`src/rtl/sigma0_inverse.sv`:
```
// Iterative inverse of the SHA-256 big-sigma-0 mix. S0 has order 16 up to a rotation
// (S0^16 == ROTR16), so x = ROTR16(S0^15(y)); UNROLL sets the S0 applications per clock.
module sigma0_inverse #(
    parameter int UNROLL = 1
) (
    input  logic        clk,
    input  logic        rst_n,
    input  logic        in_valid,
    output logic        in_ready,
    input  logic [31:0] in_data,
    output logic        out_valid,
    input  logic        out_ready,
    output logic [31:0] out_data,
    output logic        busy
);

    generate
        if (!(UNROLL == 1 || UNROLL == 3 || UNROLL == 5 || UNROLL == 15)) begin : g_bad_unroll
            $error("sigma0_inverse: UNROLL must be 1, 3, 5 or 15");
        end
    endgenerate

    localparam logic [4:0] STEP = 5'(UNROLL);

    typedef enum logic [1:0] {
        ST_IDLE = 2'd0,
        ST_RUN  = 2'd1,
        ST_DONE = 2'd2
    } state_t;

    function automatic logic [31:0] rotr(input logic [31:0] v, input int unsigned n);
        return (v >> n) | (v << (32 - n));
    endfunction

    function automatic logic [31:0] s0(input logic [31:0] v);
        return rotr(v, 2) ^ rotr(v, 13) ^ rotr(v, 22);
    endfunction

    function automatic logic [31:0] s0_pow(input logic [31:0] v);
        logic [31:0] r;
        r = v;
        for (int k = 0; k < UNROLL; k++) begin
            r = s0(r);
        end
        return r;
    endfunction

    state_t      state_q, state_d;
    logic [31:0] acc_q, acc_d;
    logic [3:0]  count_q, count_d;
    logic [31:0] out_data_q, out_data_d;
    logic        out_valid_q, out_valid_d;
    logic        in_ready_q, in_ready_d;
    logic        busy_q, busy_d;
    logic [31:0] mixed_s;
    logic [4:0]  count_next_s;

    assign mixed_s      = s0_pow(acc_q);
    assign count_next_s = {1'b0, count_q} + STEP;

    // Next-state and registered-output decode for the IDLE/RUN/DONE sequence.
    always_comb begin
        state_d     = state_q;
        acc_d       = acc_q;
        count_d     = count_q;
        out_data_d  = out_data_q;
        out_valid_d = out_valid_q;
        in_ready_d  = in_ready_q;
        busy_d      = busy_q;
        case (state_q)
            ST_IDLE: begin
                if (in_valid && in_ready_q) begin
                    acc_d      = in_data;
                    count_d    = 4'd0;
                    state_d    = ST_RUN;
                    in_ready_d = 1'b0;
                    busy_d     = 1'b1;
                end else begin
                    state_d = ST_IDLE;
                end
            end
            ST_RUN: begin
                // The last batch of S0 rounds feeds the output rotation directly.
                if (count_next_s == 5'd15) begin
                    out_data_d  = rotr(mixed_s, 16);
                    out_valid_d = 1'b1;
                    state_d     = ST_DONE;
                end else begin
                    acc_d   = mixed_s;
                    count_d = count_next_s[3:0];
                end
            end
            ST_DONE: begin
                if (out_ready) begin
                    out_valid_d = 1'b0;
                    in_ready_d  = 1'b1;
                    busy_d      = 1'b0;
                    state_d     = ST_IDLE;
                end else begin
                    state_d = ST_DONE;
                end
            end
            default: begin
                state_d     = ST_IDLE;
                out_valid_d = 1'b0;
                in_ready_d  = 1'b1;
                busy_d      = 1'b0;
            end
        endcase
    end

    // State and output registers, cleared asynchronously.
    always_ff @(posedge clk or negedge rst_n) begin
        if (!rst_n) begin
            state_q     <= ST_IDLE;
            acc_q       <= 32'd0;
            count_q     <= 4'd0;
            out_data_q  <= 32'd0;
            out_valid_q <= 1'b0;
            in_ready_q  <= 1'b1;
            busy_q      <= 1'b0;
        end else begin
            state_q     <= state_d;
            acc_q       <= acc_d;
            count_q     <= count_d;
            out_data_q  <= out_data_d;
            out_valid_q <= out_valid_d;
            in_ready_q  <= in_ready_d;
            busy_q      <= busy_d;
        end
    end

    assign in_ready  = in_ready_q;
    assign out_valid = out_valid_q;
    assign out_data  = out_data_q;
    assign busy      = busy_q;

endmodule

```
`config.mk`:
```
export PLATFORM = sky130hd
export DESIGN_NAME = sigma0_inverse
export DESIGN_NICKNAME = d
export VERILOG_FILES = /design/src/rtl/sigma0_inverse.sv
export SDC_FILE = /design/constraint.sdc
export NUM_CORES = 1
export LEC_CHECK = 0
export ABC_AREA = 0
export CORE_ASPECT_RATIO = 0.9
export CORE_MARGIN = 2
export CORE_UTILIZATION = 35
export DETAILED_ROUTE_END_ITERATION = 10
export GPL_ROUTABILITY_DRIVEN = 0
export GPL_TIMING_DRIVEN = 1
export MAX_ROUTING_LAYER = met4
export SYNTH_ARGS = -nofsm -noshare
export SYNTH_HDL_FRONTEND = slang
export SYNTH_SLANG_ARGS = --single-unit
```
`constraint.sdc`:
```
create_clock -name clk -period 2 [get_ports clk]
set_input_delay 0.4 -clock clk [delete_from_list [all_inputs] [get_ports clk]]
set_output_delay 0.4 -clock clk [all_outputs]
set_load 0.03 [all_outputs]
```
==> results.tsv <==
stage	metric	value	unit
worst_setup_path	critPathArrivalTime	2080	ps
grt	grt_overflow_total	0	
synthesis	yosysMostFrequentCell	dfrtp_1	
timing	fmax	540	MHz
synthesis	synth-async-reset-ratio	100	%
grt	antenna_found_initial	0	
cts	root_buffer	clkbuf_16	
worst_setup_path	cp_max_fo	13	
power_and_ir_drop	internal_power	2700	uW
synthesis	synth.area.top_cells	dfrtp_1 (47%), xnor2_1 (15%), mux2_1 (5.3%)	
power_and_ir_drop	p_sw	660	uW
timing	finalCriticalPeriod	1850	ps
synthesis	synth_ff_type	dfrtp_1	
grt	grt_max_degree	74	
worst_setup_path	start_kind	register	
min_path	hp-class	in -> async	
cts	cts_buffer_depth	2	
routing	vias_per_cell	4.88	
routing	highest_layer	met4	
cells_and_area	drive_gt1_share	10.3	%
synthesis	synthTopCellsByCount	dfrtp_1 (72), xnor2_1 (64), inv_1 (43), nor2_1 (37), nor3_1 (26)	
outcome	status	finished, final reports clean	
routing	vias	2786	
cts	clk_latency	330	ps
cts	clock_sinks	73	
power_and_ir_drop	p_sw_share	19.6	%
routing	drc	0	
timing	finalSetupViolCount	0	
job	cap_violations	0	
synthesis	ys_types	41	
power_and_ir_drop	ir_worst_vdd	342	uV
cells_and_area	area_growth_syn_to_layout	31.1	%
routing	ant_nets	0	
synthesis	yosysTopAreaCellShare	46.8	%
synthesis	syn_nets	396	
power_and_ir_drop	clkPwrFrac	52.7	%
routing	drt_iter0_markers	121	
grt	grt_usage	17.0	%
power_and_ir_drop	combPwrFrac	3.3	%
timing	rsz0062_at_grt	false	
worst_setup_path	timing_worst_setup_path_type	reg -> reg	
placed_design	dpl.hpwl	6570	microns
floorplanning	rows	36	
floorplanning	die_h	104	microns
synthesis	synth_edf_count	0	
timing	clock_skew	4.47	ps
floorplanning	die_w	115	microns
routing	wl_met3	340	microns
cts	cts_tree	built	
cts	clk_pin_slew	60	ps
cts	numCtsBuffers	9	
cts	cts-resized-gates	0	
synthesis	yosysWarningCount	0	
grt	first_global_vias	3042	
cts	post_cts_buffers	0	
timing	min_period_over_period	92.6	%
timing	worstMarginPinSlew	427	ps
timing	drv_slew	0	
routing	route.met2.wl	4180	microns
power_and_ir_drop	power_density	664	nW/um^2
floorplanning	pin_count	71	
grt	grt_pass1_wl	15400	microns
cells_and_area	fin_nets	471	
cells_and_area	fillerInstances	1020	
timing	hold_viol_final	0	
floorplanning	start_util	35.8	%
cts	htreeDepth	3	
power_and_ir_drop	seq_power_share	44.0	%
power_and_ir_drop	power.leakage	0.00234	uW
worst_setup_path	worst_ep_required_time	2230	ps
timing	finalSetupTns	0	ps
worst_setup_path	crit_path_end_kind	register	
synthesis	ys_ff_latch	73	
routing	drtPass1Iterations	4	
floorplanning	core_area	10800	sq um
synthesis	ys_seq_area_share	47.4	%
placed_design	io_buffers	70	
cells_and_area	n_antenna_cell	0	
floorplanning	die_area	11900	sq um
synthesis	synth_top_area_cell	dfrtp_1	
routing	avgRoutedWirePerCell	15.8	microns
cts	ctsHoldBuffers	0	
routing	drt-total-wl	9030	microns
cells_and_area	finish.utilization	46.9	%
synthesis	synthCells	358	
synthesis	syn-mean-instance-area	10.8	sq um
timing	relSlewSlack	71.3	%
routing	drt-met1-wl	4300	microns
synthesis	syn-cell-area	3850	sq um
[cell families after synthesis]
group           Yosys count  share of synthesized area, %
xor+xnor                 64                          14.5
simple gates             77                          9.74
fa+ha+maj                 2                         0.649
compound gates           50                          10.9
mux                      33                          9.42
buf+inv                  59                          7.30
flops                    73                          47.4
[critical path, stage by stage (launching register included)]
cell and delay [ps]:
dfrtp_1 430, inv_1 100, ha_1 220, nor2b_1 220, o211a_1 270, buf_4 230, nor3_1 80, a211oi_1 200
[cells in the final DEF, fill, tap and decap left out, types with 6 or more instances in the layout]
cell type        synthesis  layout
a211oi_1                25      25
inv_1                   43      43
clkbuf_16                0       9
mux2i_1                  7       7
nor3_1                  26      26
buf_4                    1       6
mux2_1                  18      18
dfrtp_1                 72      72
clkdlybuf4s50_1          0      68
xnor2_1                 64      64
mux2_2                   8       8
nor2_1                  37      37
[routing by layer]
metal | track usage [%] | vias up
li1 | - | 1353
met1 | 22.7 | 1356
met2 | 25.5 | 57
met3 | 3.86 | 20
met4 | 5.75 | 0
met5 | - | -
[power groups by stage]
stage	clock [uW]	sequential (uW)	combinational, uW
floorplan	0	1500	3.70
global placement	0	1500	114
detailed placement	0	1500	113
CTS	1810	1480	114
global route	1880	1480	122
finish	1770	1480	110
[through the flow]
step                cells  total power, uW  area, sq um  hold WS (ps)  setup slack (ps)
floorplan             358             1510         3850           104               265
global placement      555             1620         4720           460              68.0
detailed placement    555             1620         4720           466              18.6
CTS                   571             3400         5050           113              27.7
global route          571             3480         5050           140              1.60
finish                571             3360         5050          77.9               148
[flip-flops by register name, indices dropped and copies added, names as in the netlist]
register,flops
state_q,2
count_q,4
out_valid,1
busy,1
out_data,32
in_ready,1
acc_q,32
[layout make-up]
| class | instances | area (sq um) | share of cell area, % |
|---|---|---|---|
| Timing Repair Buffer | 80 | 823 | 16.3 |
| Multi-Input combinational cell | 226 | 1740 | 34.5 |
| Clock buffer | 11 | 253 | 5.00 |
| Tap cell | 133 | 166 | 3.29 |
| Sequential cell | 73 | 1830 | 36.2 |
| Clock inverter | 5 | 77.6 | 1.54 |
| Inverter | 43 | 161 | 3.19 |
[path summary, 6_finish.rpt]
kind | startpoint | end | slack (ps) | cells past startpoint
min in group clk | out_data[13]$_DFFE_PN0P_ | out_data[13]$_DFFE_PN0P_ | 490 | 1
worst max register to register | count_q[0]$_DFFE_PN0P_ | acc_q[29]$_DFFE_PN0P_ | 150 | 7
worst max-delay path | count_q[0]$_DFFE_PN0P_ | acc_q[29]$_DFFE_PN0P_ | 150 | 7
max in group asynchronous | rst_n | in_ready$_DFFE_PN1P_ | 1550 | 2
worst min register to register | out_data[13]$_DFFE_PN0P_ | out_data[13]$_DFFE_PN0P_ | 490 | 1
worst min-delay path | rst_n | out_data[28]$_DFFE_PN0P_ | 80 | 2
No activity file was read; power rests on OpenSTA's default activity.
